$ cat config.mk
export PLATFORM = sky130hd
export DESIGN_NAME = pattern_tx
export DESIGN_NICKNAME = d
export VERILOG_FILES = /design/src/rtl/pattern_pkg.sv /design/src/rtl/pattern_bit_timer.sv /design/src/rtl/pattern_tx.sv
export SDC_FILE = /design/constraint.sdc
export NUM_CORES = 1
export LEC_CHECK = 0
export BUFFER_PORTS_ARGS = -buffer_cell sky130_fd_sc_hd__buf_2
export CAP_MARGIN = 40
export CORE_ASPECT_RATIO = 0.75
export CORE_MARGIN = 3
export CORE_UTILIZATION = 41
export DETAILED_ROUTE_END_ITERATION = 10
export GPL_ROUTABILITY_DRIVEN = 0
export SLEW_MARGIN = 5
export SYNTH_ARGS = -nofsm -noshare
export SYNTH_HDL_FRONTEND = slang
export SYNTH_SLANG_ARGS = --single-unit
$ cat constraint.sdc
create_clock -name clk -period 3.1 [get_ports clk]
set_input_delay 0.155 -clock clk [delete_from_list [all_inputs] [get_ports clk]]
set_output_delay 0.155 -clock clk [all_outputs]
set_load 0.02 [all_outputs]
$ cat src/rtl/pattern_pkg.sv
// Shared types and line-level constants for the 01-sync serial pattern transmitter.
package pattern_pkg;

  typedef enum logic [2:0] {
    IDLE,
    PRE0,
    PRE1,
    DATA,
    PAR,
    STOP
  } tx_state_t;

  localparam logic LINE_IDLE = 1'b1;
  localparam logic SYNC0     = 1'b0;
  localparam logic SYNC1     = 1'b1;

endpackage

$ cat src/rtl/pattern_bit_timer.sv
// Symbol timer: counts CLKS_PER_BIT cycles per symbol and flags the last one.
module pattern_bit_timer #(
  parameter int CLKS_PER_BIT = 1
) (
  input  logic clk,
  input  logic reset,
  input  logic clr,
  input  logic en,
  output logic tick,
  output logic pre_tick
);

  localparam int W = $clog2(CLKS_PER_BIT + 1);
  localparam logic [W-1:0] LAST     = W'(CLKS_PER_BIT - 1);
  localparam logic [W-1:0] PRE_LAST = W'((CLKS_PER_BIT > 1) ? CLKS_PER_BIT - 2 : 0);

  logic [W-1:0] cnt;

  // pre_tick leads tick by one cycle so the owner can register last-cycle outputs
  assign tick     = en & (cnt == LAST);
  assign pre_tick = (CLKS_PER_BIT > 1) & en & (cnt == PRE_LAST);

  always_ff @(posedge clk or posedge reset) begin
    if (reset) begin
      cnt <= '0;
    end else if (clr || tick) begin
      cnt <= '0;
    end else if (en) begin
      cnt <= cnt + 1'b1;
    end
  end

endmodule

$ cat src/rtl/pattern_tx.sv
// Frames a parallel word as 0,1 preamble + MSB-first payload + optional even parity + stop.
module pattern_tx #(
  parameter int DATA_W       = 8,
  parameter int CLKS_PER_BIT = 1,
  parameter int PARITY_EN    = 1
) (
  input  logic              clk,
  input  logic              reset,
  input  logic              valid,
  input  logic [DATA_W-1:0] data,
  output logic              ready,
  output logic              sout,
  output logic              busy,
  output logic              done
);

  import pattern_pkg::*;

  localparam int CNT_W = $clog2(DATA_W + 1);
  localparam logic [CNT_W-1:0] LAST_BIT = CNT_W'(DATA_W - 1);
  localparam logic SINGLE_CLK = (CLKS_PER_BIT == 1);

  tx_state_t         state;
  logic [DATA_W-1:0] shreg;
  logic [DATA_W-1:0] shreg_next;
  logic [CNT_W-1:0]  bit_cnt;
  logic              parity;
  logic              tick;
  logic              pre_tick;
  logic              accept;

  assign ready      = (state == IDLE);
  assign accept     = valid & ready;
  assign shreg_next = shreg << 1;

  pattern_bit_timer #(
    .CLKS_PER_BIT(CLKS_PER_BIT)
  ) u_timer (
    .clk      (clk),
    .reset    (reset),
    .clr      (accept),
    .en       (state != IDLE),
    .tick     (tick),
    .pre_tick (pre_tick)
  );

  // sout always holds the symbol of the state being entered, so it is glitch-free on the line
  always_ff @(posedge clk or posedge reset) begin
    if (reset) begin
      state   <= IDLE;
      shreg   <= '0;
      bit_cnt <= '0;
      parity  <= 1'b0;
      sout    <= LINE_IDLE;
      busy    <= 1'b0;
      done    <= 1'b0;
    end else begin
      done <= 1'b0;
      unique case (state)
        IDLE: begin
          sout <= LINE_IDLE;
          if (valid) begin
            shreg   <= data;
            parity  <= ^data;
            bit_cnt <= '0;
            state   <= PRE0;
            sout    <= SYNC0;
            busy    <= 1'b1;
          end
        end
        PRE0: if (tick) begin
          state <= PRE1;
          sout  <= SYNC1;
        end
        PRE1: if (tick) begin
          state <= DATA;
          sout  <= shreg[DATA_W-1];
        end
        DATA: if (tick) begin
          shreg   <= shreg_next;
          bit_cnt <= bit_cnt + 1'b1;
          if (bit_cnt == LAST_BIT) begin
            if (PARITY_EN != 0) begin
              state <= PAR;
              sout  <= parity;
            end else begin
              state <= STOP;
              sout  <= LINE_IDLE;
              done  <= SINGLE_CLK;
            end
          end else begin
            sout <= shreg_next[DATA_W-1];
          end
        end
        PAR: if (tick) begin
          state <= STOP;
          sout  <= LINE_IDLE;
          done  <= SINGLE_CLK;
        end
        STOP: begin
          if (tick) begin
            state <= IDLE;
            busy  <= 1'b0;
          end else begin
            done <= pre_tick;
          end
        end
        default: begin
          state <= IDLE;
          sout  <= LINE_IDLE;
          busy  <= 1'b0;
        end
      endcase
    end
  end

endmodule

==> summary.txt <==
Worst setup path
  – Largest stage delay, worst path: 0.58 ns
  – WP data required: 3.30 ns
  – Critical path type: reg -> reg
  – R2R depth: 3
  – Arr. time, crit path: 1.80 ns
  – Family with the most delay on the worst path: simple AND/OR/NAND/NOR gates
  – Crit-path cells: nor4b_4 > nor2_4 > a22o_1
  – Crit. End Element: register
  – Worst Path Max Fanout: 17
  – Worst setup startpoint: state[1]
  – RR Startpoint: state[1]
  – Worst setup SP type: register
  – Critical-path top delay cell: dfrtp_1
  – Worst path depth: 3
  – Bufs and invs on worst path: 0

Clocking
  – # resized after CTS: 0
  – CTS Buf Count: 3
  – CTS tree: built
  – Root Buffer: clkbuf_4
  – Clk buf depth: 2
  – Clock Pin Slew Worst Setup and Hold Paths: 0.11 ns
  – H-tree depth: 1
  – Setup repair bufs after CTS: 0
  – Skew-Pair Late Insertion Delay: 0.30 ns
  – Clk sinks: 20

Global routing
  – GRT Util Overall: 13.6%
  – Initial antenna violation count: 0
  – Vias in the first global route: 725
  – Largest net degree at the start of global routing: 21
  – Final global-route overflow total: 0
  – First-pass GRT wire length: 3250 um

Placed design
  – PortBufs: 14
  – Post-DP HPWL: 1440 um

Routing
  – Vias: 749
  – Average wire per standard cell: 13.2 um
  – DRT iter0 DRCs: 27
  – # DRC: 0
  – Final ANT Viol Nets: 0
  – DRT Wirelength: 1990 um
  – DRT Pass-1 Iters: 5
  – Via density: 4.99

Timing
  – Period Utilization, post-route: 51.3%
  – Max Clk Rate: 0.628 GHz
  – Max-slew headroom: 48.6%
  – Final setup fails: 0
  – Max Transition Viols Final: 0
  – Layout Skew: 0.00568 ns
  – Tmin final: 1.59 ns
  – RSZ-0062 raised after global routing: no
  – Final Hold Violating Endpoints: 0
  – Final TNS setup: 0 ns
  – Worst-Margin Slew: 0.770 ns

Synth
  – Synth warn: 0
  – Cells after synthesis: 102
  – Fraction of registers with async set/reset: 100%
  – Post-synth top cells: dfrtp_1 (19), nand2_1 (11), mux2i_1 (8), nor2_1 (7), xnor2_1 (7)
  – Seq cells post-synth: 20
  – Main synth FF type: dfrtp_1
  – EDFF count, synth: 0
  – Synth area leaders: dfrtp_1 (44%), mux2i_1 (7.5%), xnor2_1 (5.7%)
  – Syn nets: 114
  – Synth top area share: 44.3%
  – Post-synthesis cell type count: 40
  – Mapped Area: 1070 sq um
  – Most common cell in the netlist: dfrtp_1
  – Register area share after synthesis: 46.8%
  – Avg Inst Size Synth: 10.5 sq um
  – Synth area leader: dfrtp_1

Final layout
  – Layout Area Growth over Synthesis: 10.3%
  – Antenna Cells: 0
  – Share of cells above drive strength 1: 23.3%
  – NumNets Final: 129
  – Final Core Density: 49.6%

Power
  – Final Power: 0.00111 W
  – Power per standard cell area: 943 nW/um^2
  – Peak VDD IR: 0.426 mV
  – Leak pwr: 0.528 nW

Floorplanning
  – Chip Width: 65.1 um
  – Die footprint: 3270 sq um
  – Row count: 15
  – I/O pins: 15
  – Die Y-Extent: 50.3 um
  – Core area: 2380 sq um
  – Initial Util: 45.0%

Worst hold path
  – Critical hold path startpoint: valid
  – Min-delay worst type: in -> reg
  – Hold depth: 2

Run status
  – Outcome: finished, final reports clean

Run
  – Max Cap Violations: 0
## layout by cell type, fill, tap and decap left out, types with 2 or more instances in the layout
master    count
nand2_1      11
a21oi_1       2
o21ai_2       2
nand2_2       2
xnor2_1       7
inv_1         3
mux2i_1       8
a22o_1        2
clkbuf_4      3
nor2_1        7
o21ai_1       6
dfrtp_1      19
o21ai_0       3
buf_2        14
xor2_1        2
## sequential cells by signal (all words and copies together) (netlist names)
| signal | cells |
|---|---|
| sout | 1 |
| shreg | 8 |
| bit_cnt | 4 |
| u_timer.cnt | 1 |
| state | 3 |
| parity | 1 |
| done | 1 |
| busy | 1 |
## repair_timing
action | 4_1_cts | 5_1_grt
endpoints found under the setup margin | 0 | 0
endpoints found under the hold margin | 19 | 0
hold buffers | 1 | 0
## layout make-up
type,count,area [sq um]
fill,223,1200
tap,34,42.5
timing repair buffer,15,80.1
clock buffer,4,26.3
multi-input combinational,73,517
inverter,4,15.0
sequential,20,502
## worst paths after layout
| kind | slack, ns | endpoint |
|---|---|---|
| setup / recovery | 1.51 | shreg[0] |
| hold / removal | 0.07 | u_timer.cnt |
| setup reg to reg | 1.51 | shreg[0] |
| hold reg to reg | 0.49 | shreg[3] |
| max in group asynchronous | 2.09 | shreg[3] |
| min in group asynchronous | 0.52 | shreg[2] |
## where the power goes
group	switching, W	leakage, nW	internal, W	total (W)
sequential	0.000104	0.247	0.000368	0.000472
clock	0.0000798	0.0150	0.0000502	0.000130
combinational	0.000285	0.266	0.000228	0.000513
## layer usage
metal | global-route usage [%] | vias up | wire, um
met5 | 0 | - | 0
met3 | 5.37 | 2 | 115
met4 | 4.14 | 0 | 17
met2 | 21.2 | 18 | 872
li1 | - | 389 | -
met1 | 17.5 | 340 | 982
## stage by stage
stage	cell area, sq um	hold slack [ns]	worst slack (ns)	cells
after floorplan	1070	0.118	1.56	102
after global placement	1150	0.326	1.59	145
after detailed placement	1150	0.328	1.52	145
after CTS	1180	0.0659	1.50	150
after global routing	1180	0.0584	1.39	150
final	1180	0.0726	1.51	150
## logic make-up (layout without fill, tap and decap cells)
kind of cell | count (synthesis) | after routing | share of synthesized area [%]
multiplexers | 8 | 8 | 7.47
AO/OA/AOI/OAI | 23 | 23 | 14.7
XOR/XNOR | 9 | 9 | 7.35
flip-flops | 20 | 20 | 46.8
buffers and inverters | 9 | 23 | 5.02
adder cells (fa/ha/maj) | 1 | 1 | 1.17
AND/OR/NAND/NOR | 32 | 32 | 17.5
Power figures use the tool's default switching activity.
